**src/rtl/fetch_stage_pkg.sv**
```systemverilog
// Shared pipeline definitions for the instruction fetch stage: datapath
// width, decoder NOP encoding, reset fetch address and fetch FSM states.
package fetch_stage_pkg;

   localparam int XLEN = 32;

   localparam logic [XLEN-1:0] NOP_INSTR        = 32'h0000_0000;
   localparam logic [XLEN-1:0] RESET_PC_DEFAULT = 32'h0000_0000;

   typedef logic [1:0] fetch_state_t;

   localparam fetch_state_t ST_REQ  = 2'd0;
   localparam fetch_state_t ST_WAIT = 2'd1;
   localparam fetch_state_t ST_HOLD = 2'd2;

   // Instruction memory is word addressed; byte offset bits are forced to zero.
   function automatic logic [XLEN-1:0] word_align(input logic [XLEN-1:0] addr);
      return {addr[XLEN-1:2], 2'b00};
   endfunction

endpackage

```
**src/rtl/fetch_stage_if_id_reg.sv**
```systemverilog
// IF/ID pipeline register. Flush beats everything (including stall) and
// leaves a NOP; a stall freezes the contents; an unstalled cycle with no new
// instruction leaves a bubble (valid cleared, data kept).
module if_id_reg
   import fetch_stage_pkg::*;
(
   input  logic            clk,
   input  logic            rst_n,
   input  logic            stall_i,
   input  logic            load_i,
   input  logic            flush_i,
   input  logic [XLEN-1:0] instr_i,
   input  logic [XLEN-1:0] pc_plus4_i,
   output logic [XLEN-1:0] instr_o,
   output logic [XLEN-1:0] pc_plus4_o,
   output logic            valid_o
);

   logic [XLEN-1:0] instr_q;
   logic [XLEN-1:0] pc_plus4_q;
   logic            valid_q;

   // Pipeline register update: flush > stall hold > load > bubble.
   always_ff @(posedge clk or negedge rst_n) begin
      if (!rst_n) begin
         instr_q    <= NOP_INSTR;
         pc_plus4_q <= '0;
         valid_q    <= 1'b0;
      end else if (flush_i) begin
         instr_q <= NOP_INSTR;
         valid_q <= 1'b0;
      end else if (!stall_i) begin
         if (load_i) begin
            instr_q    <= instr_i;
            pc_plus4_q <= pc_plus4_i;
            valid_q    <= 1'b1;
         end else begin
            valid_q <= 1'b0;
         end
      end
   end

   assign instr_o    = instr_q;
   assign pc_plus4_o = pc_plus4_q;
   assign valid_o    = valid_q;

endmodule

```
**src/rtl/fetch_stage.sv**
```systemverilog
// Instruction fetch stage: PC, fetch FSM and instruction memory handshake.
// Optional build macro IF_DELAY_SLOT_EN: redirects take effect after one
// delay-slot instruction instead of flushing.
//
// state   | meaning
// --------+-------------------------------------------------------------
// ST_REQ  | request asserted at pc, waiting for imem_gnt
// ST_WAIT | request accepted, waiting for imem_rvalid
// ST_HOLD | response buffered because IF/ID was stalled
module fetch_stage
   import fetch_stage_pkg::*;
#(
   parameter logic [XLEN-1:0] RESET_PC = RESET_PC_DEFAULT
) (
   input  logic            clk,
   input  logic            rst_n,
   input  logic            stall,
   input  logic            redirect,
   input  logic [XLEN-1:0] redirect_pc,
   output logic            imem_req,
   output logic [XLEN-1:0] imem_addr,
   input  logic            imem_gnt,
   input  logic            imem_rvalid,
   input  logic [XLEN-1:0] imem_rdata,
   output logic [XLEN-1:0] Instruction_id,
   output logic [XLEN-1:0] PC_plus4_id,
   output logic            valid_id
);

   fetch_state_t    state_q, state_d;
   logic [XLEN-1:0] pc_q, pc_d;
   logic [XLEN-1:0] buf_q, buf_d;
   logic            live_q;
   logic            load;
   logic            flush;
   logic [XLEN-1:0] load_instr;
   logic [XLEN-1:0] pc_plus4;
   logic [XLEN-1:0] redir_tgt;
   logic            req_gnt;

`ifdef IF_DELAY_SLOT_EN
   logic            pend_q, pend_d;
   logic [XLEN-1:0] pend_pc_q, pend_pc_d;
   logic [XLEN-1:0] next_pc;
`else
   logic            drop_q, drop_d;
`endif

   assign pc_plus4  = pc_q + 32'd4;
   assign redir_tgt = word_align(redirect_pc);

   // live_q keeps the request low while in reset and for the partial cycle
   // after release, so nothing seen before the first clean edge is acted on.
   assign imem_req  = live_q && (state_q == ST_REQ);
   assign imem_addr = word_align(pc_q);
   assign req_gnt   = imem_req && imem_gnt;

`ifdef IF_DELAY_SLOT_EN
   // A redirect arriving in the completion cycle itself targets the very next
   // fetch; otherwise a latched target wins over sequential pc+4.
   assign next_pc = redirect ? redir_tgt : (pend_q ? pend_pc_q : pc_plus4);
`endif

   // Fetch FSM next-state, PC sequencing and IF/ID load/flush control.
   always_comb begin
      state_d    = state_q;
      pc_d       = pc_q;
      buf_d      = buf_q;
      load       = 1'b0;
      flush      = 1'b0;
      load_instr = imem_rdata;
`ifdef IF_DELAY_SLOT_EN
      pend_d     = pend_q;
      pend_pc_d  = pend_pc_q;
      if (redirect) begin
         pend_d    = 1'b1;
         pend_pc_d = redir_tgt;
      end
      case (state_q)
         ST_REQ: begin
            if (req_gnt) state_d = ST_WAIT;
         end
         ST_WAIT: begin
            if (imem_rvalid) begin
               if (stall) begin
                  buf_d   = imem_rdata;
                  state_d = ST_HOLD;
               end else begin
                  load    = 1'b1;
                  pc_d    = next_pc;
                  pend_d  = 1'b0;
                  state_d = ST_REQ;
               end
            end
         end
         ST_HOLD: begin
            if (!stall) begin
               load       = 1'b1;
               load_instr = buf_q;
               pc_d       = next_pc;
               pend_d     = 1'b0;
               state_d    = ST_REQ;
            end
         end
         default: state_d = ST_REQ;
      endcase
`else
      drop_d = drop_q;
      case (state_q)
         ST_REQ: begin
            if (redirect) begin
               pc_d  = redir_tgt;
               flush = 1'b1;
               if (req_gnt) begin
                  drop_d  = 1'b1;
                  state_d = ST_WAIT;
               end
            end else if (req_gnt) begin
               state_d = ST_WAIT;
            end
         end
         ST_WAIT: begin
            if (redirect) begin
               pc_d  = redir_tgt;
               flush = 1'b1;
               if (imem_rvalid) begin
                  drop_d  = 1'b0;
                  state_d = ST_REQ;
               end else begin
                  drop_d = 1'b1;
               end
            end else if (imem_rvalid) begin
               if (drop_q) begin
                  drop_d  = 1'b0;
                  state_d = ST_REQ;
               end else if (stall) begin
                  buf_d   = imem_rdata;
                  state_d = ST_HOLD;
               end else begin
                  load    = 1'b1;
                  pc_d    = pc_plus4;
                  state_d = ST_REQ;
               end
            end
         end
         ST_HOLD: begin
            if (redirect) begin
               pc_d    = redir_tgt;
               flush   = 1'b1;
               buf_d   = NOP_INSTR;
               state_d = ST_REQ;
            end else if (!stall) begin
               load       = 1'b1;
               load_instr = buf_q;
               pc_d       = pc_plus4;
               state_d    = ST_REQ;
            end
         end
         default: state_d = ST_REQ;
      endcase
`endif
   end

   // Fetch state registers.
   always_ff @(posedge clk or negedge rst_n) begin
      if (!rst_n) begin
         state_q <= ST_REQ;
         pc_q    <= word_align(RESET_PC);
         buf_q   <= NOP_INSTR;
         live_q  <= 1'b0;
      end else begin
         state_q <= state_d;
         pc_q    <= pc_d;
         buf_q   <= buf_d;
         live_q  <= 1'b1;
      end
   end

`ifdef IF_DELAY_SLOT_EN
   // Pending redirect target, applied when the delay slot completes.
   always_ff @(posedge clk or negedge rst_n) begin
      if (!rst_n) begin
         pend_q    <= 1'b0;
         pend_pc_q <= '0;
      end else begin
         pend_q    <= pend_d;
         pend_pc_q <= pend_pc_d;
      end
   end
`else
   // Drop flag: the outstanding response belongs to a redirected-away path.
   always_ff @(posedge clk or negedge rst_n) begin
      if (!rst_n) drop_q <= 1'b0;
      else        drop_q <= drop_d;
   end
`endif

   if_id_reg u_if_id (
      .clk        (clk),
      .rst_n      (rst_n),
      .stall_i    (stall),
      .load_i     (load),
      .flush_i    (flush),
      .instr_i    (load_instr),
      .pc_plus4_i (pc_plus4),
      .instr_o    (Instruction_id),
      .pc_plus4_o (PC_plus4_id),
      .valid_o    (valid_id)
   );

endmodule

```
**config.mk**
```make
export PLATFORM = sky130hd
export DESIGN_NAME = fetch_stage
export DESIGN_NICKNAME = d
export VERILOG_FILES = /design/src/rtl/fetch_stage_pkg.sv /design/src/rtl/fetch_stage_if_id_reg.sv /design/src/rtl/fetch_stage.sv
export SDC_FILE = /design/constraint.sdc
export NUM_CORES = 1
export LEC_CHECK = 0
export BUFFER_PORTS_ARGS = -buffer_cell sky130_fd_sc_hd__buf_4
export CAP_MARGIN = 0
export CELL_PAD_IN_SITES_DETAIL_PLACEMENT = 0
export CELL_PAD_IN_SITES_GLOBAL_PLACEMENT = 1
export CORE_ASPECT_RATIO = 0.9
export CORE_MARGIN = 1.5
export CORE_UTILIZATION = 40
export CTS_CLUSTER_DIAMETER = 50
export CTS_CLUSTER_SIZE = 28
export DETAILED_ROUTE_END_ITERATION = 7
export PLACE_DENSITY_LB_ADDON = 0.1
export SYNTH_ARGS = -nofsm -noshare
export SYNTH_HDL_FRONTEND = slang
export SYNTH_SLANG_ARGS = --single-unit
```
**constraint.sdc**
```tcl
create_clock -name clk -period 2.37 [get_ports clk]
set_input_delay 0.1185 -clock clk [delete_from_list [all_inputs] [get_ports clk]]
set_output_delay 0.1185 -clock clk [all_outputs]
set_load 0.02 [all_outputs]
```
==> impl.org <==
** Outcome
- Outcome :: complete, no violations

** STA
- Total of endpoints with negative setup slack in the final report :: 0
- Max-slew violations :: 0
- Hold Fails Final Rpt :: 0
- Derived from the worst setup path, the maximum achievable clock frequency is 456 MHz.
- RSZ-0062 raised after global routing :: no
- Worst hold slack across all endpoints :: 0.0132 ns
- In the finished design, the share of the clock period the worst path needs comes to 0.925.
- Min Clock Period, post-route :: 2.19 ns
- At the pin with the least slew margin, the transition time is 0.628 ns.
- In this run the tightest slew margin relative to its limit is 0.581.
- On the final layout, the worst clock skew is 0.00790 ns.
- Accumulated negative setup slack :: 0 ns

** Cells and area
- Cell area after layout :: 0.00896 mm^2
- # diodes :: 0
- The library cell used most frequently in the layout, excluding fill and tap cells, is sky130_fd_sc_hd__buf_4.
- Number of filler instances in the final layout :: 1389
- Compared with the post-synthesis result, the final layout area differs by 38.9%.
- Share of post-route cells with drive strength above 1 :: 0.256
- Commonest cells after routing, fill and taps aside :: sky130_fd_sc_hd__buf_4, sky130_fd_sc_hd__dfrtp_1, sky130_fd_sc_hd__nand2_1, sky130_fd_sc_hd__o21ai_0, sky130_fd_sc_hd__nand3_1
- After the last flow step, the layout net total stands at 948.

** Synthesis
- Number of enable-type register cells in the synthesized netlist :: 0
- The Yosys step of the flow raised 0 warnings.
- Synth async-reset ratio :: 1.00
- Number of distinct library cells after synthesis :: 50
- Register area share after synthesis :: 0.500
- Number of flip-flops and latches in the synthesized netlist :: 129
- In the synthesized netlist, the number of instances is 683.
- The average instance in the mapped netlist occupies 9.45 um^2.
- Commonest register cell after synthesis :: sky130_fd_sc_hd__dfrtp_1
- In this run the cell area of the synthesized design comes to 0.00645 mm^2.

** Floorplanning
- Std cell rows :: 43
- Die span in y :: 124 um
- After floorplanning, the core was sized to cover 0.0156 mm^2.
- 168 I/O pins were placed.
- For this configuration, the core starts out at a cell density of 0.414.
- The die covers 0.0169 mm^2.
- The floorplan step set the die width to 137 um.

** Global route
- The via count of the first global-routing pass is 5579.
- GRT Overall Usage :: 0.224
- The number of antenna violations at the first check in global routing is 0.
- Entering global routing, the biggest net connects 61 pins.
- Summed over all layers, the global routing overflow is 0.
- Wire length of the first global-routing pass :: 29.2 mm

** Placement
- Number of input and output port buffers inserted :: 161
- Once placement finished, the instance area stood at 0.00797 mm^2.
- The congestion estimate from routability-driven global placement came to 0.801.
- Once detailed placement completed, the half-perimeter wirelength came to 12.1 mm.

** Drt
- For this run, the detailed router's first-pass iteration total came to 5.
- First-iteration detailed-routing DRC count :: 371
- Using the TritonRoute via totals, the vias-per-cell ratio works out to 5.22.
- Wires add up to 18.1 mm.
- DRC viols :: 0
- Total via count after detailed routing :: 5673
- Post-DR wirelength/cell :: 16.7 um
- Once detail routing completed, the nets flagged for antenna violations numbered 0.

** Clock tree
- Insertion delay of the later-clocked pin in the worst-skew pair :: 0.41 ns
- TritonCTS built the clock tree.
- The cell sitting at the root of the clock tree is a sky130_fd_sc_hd__clkbuf_16.
- Total clock buffers created by CTS :: 17
- Maximum root-to-sink buffer count :: 2
- CTS saw 129 sinks.
- Clock slew at the register clock pins of the worst setup and hold paths :: 0.06 ns
- The clock tree synthesis step divided the H-tree into 4 levels.

** Flow run
- Total of max-cap violations :: 0

** Worst setup path
- CP Class :: register to register
- STA puts the critical path data required time at 2.71 ns.
- Kind of end point of the critical path :: register
- CP Data Arrival Time :: 2.53 ns
- Critical Path Start Type :: register
- In this run the worst path has a maximum fanout of 6.

** Power and ir drop
- Max VDD drop :: 0.719 mV
- The analysis attributes to cell leakage a power of 4.39 nW.
- PwrDens :: 1160 mW/mm^2

** Min path
- Path class of the lowest-slack min-delay path :: input pin to register
layout make-up:
class / instances / area, um^2 / share of cell area
sequential: 129 / 3230 / 0.360
timing repair buffer: 219 / 1800 / 0.201
multi-input combinational: 498 / 3040 / 0.339
tap: 202 / 253 / 0.0282
inverter: 7 / 26.3 / 0.00293
clock buffer: 22 / 484 / 0.0540
clock inverter: 10 / 131 / 0.0147
path summary, 6_finish.rpt:
check | endpoint | slack, ns | cells past startpoint | startpoint
max in group asynchronous | u_if_id.pc_plus4_o[17] | 1.36 | 3 | rst_n
max | pc_q[24] | 0.18 | 6 | pc_q[2]
max reg2reg | pc_q[24] | 0.18 | 6 | pc_q[2]
min reg2reg | buf_q[15] | 0.46 | 2 | buf_q[15]
min in group asynchronous | u_if_id.instr_o[16] | 0.26 | 2 | rst_n
min | pc_q[13] | 0.01 | 3 | redirect_pc[13]
metal layers:
| metal | up-vias | part of all wire | GRT usage |
|---|---|---|---|
| met5 | - | 0 | 0 |
| li1 | 2786 | - | - |
| met2 | 154 | 0.46 | 0.344 |
| met1 | 2722 | 0.47 | 0.317 |
| met4 | 0 | 0.0081 | 0.0572 |
| met3 | 11 | 0.060 | 0.0590 |
metrics by stage:
stage | setup slack, ns | instances | util | total power [W]
2_1_floorplan | 0.436 | 686 | - | 0.00599
3_3_place_gp | 0.207 | 1018 | 0.511 | 0.00751
3_5_place_dp | 0.145 | 1018 | 0.511 | 0.00764
4_1_cts | 0.105 | 1087 | 0.574 | 0.0104
5_1_grt | 0.0234 | 1087 | 0.574 | 0.0111
6_report | 0.177 | 1087 | 0.574 | 0.0104
cell families after synthesis:
group | Yosys count | synth area share
buffers and inverters | 59 | 0.0370
multiplexers | 35 | 0.0545
flip-flops | 129 | 0.500
other | 2 | 0.00116
AO/OA/AOI/OAI | 157 | 0.144
AND/OR/NAND/NOR | 267 | 0.213
XOR/XNOR | 28 | 0.0380
adder cells (fa/ha/maj) | 6 | 0.0116
critical path, cell delays in order, from the launching register on:
cell                        delay (ns)
sky130_fd_sc_hd__dfrtp_1          0.47
sky130_fd_sc_hd__ha_1             0.30
sky130_fd_sc_hd__nand3_1          0.25
sky130_fd_sc_hd__nor4_2           0.46
sky130_fd_sc_hd__nand4_1          0.27
sky130_fd_sc_hd__a21oi_1          0.20
sky130_fd_sc_hd__a2bb2oi_1        0.17
where the power goes:
part | leakage (nW) | internal [W] | switching [W]
sequential | 1.65 | 0.00295 | 0.000786
combinational | 2.43 | 0.00172 | 0.00219
clock | 0.306 | 0.00176 | 0.000960
total | 4.39 | 0.00643 | 0.00394
cell usage after synthesis, drive strengths merged, types with 2 or more instances:
cell | number | area (um^2)
o21ai | 79 | 395
a31oi | 4 | 25.0
and4 | 4 | 35.0
nand2 | 122 | 458
and3 | 5 | 31.3
nor2b | 3 | 18.8
o2bb2ai | 3 | 26.3
a2bb2oi | 12 | 105
nand2b | 3 | 18.8
o2bb2a | 2 | 20.0
conb | 2 | 7.51
nor2 | 24 | 90.1
a22oi | 6 | 45.0
mux2i | 34 | 340
o22ai | 16 | 100
dfrtp | 129 | 3230
xor2 | 16 | 140
ha | 6 | 75.1
nand3 | 47 | 253
a211oi | 2 | 15.0
nor3b | 2 | 20.0
a21oi | 23 | 115
inv | 7 | 26.3
xnor2 | 12 | 105
and2 | 4 | 25.0
nand4 | 12 | 96.3
clkbuf | 40 | 150
nor3 | 4 | 20.0
o22a | 4 | 35.0
nor4 | 3 | 55.1
buf | 12 | 62.6
nand3b | 32 | 240
sequential cells by signal, indices dropped and copies added, names as in the netlist:
name and count:
u_if_id.instr_o 32, drop_q 1, pc_q 30, live_q 1, state_q 2, buf_q 32, u_if_id.valid_o 1, u_if_id.pc_plus4_o 30
timing repair:
item                                    4_1_cts  5_1_grt
buffers inserted                              0        0
endpoints found under the hold margin        94        0
hold buffers                                 37        0
resized for setup                             0        1
endpoints found under the setup margin        0        9
Power figures use the tool's default switching activity.
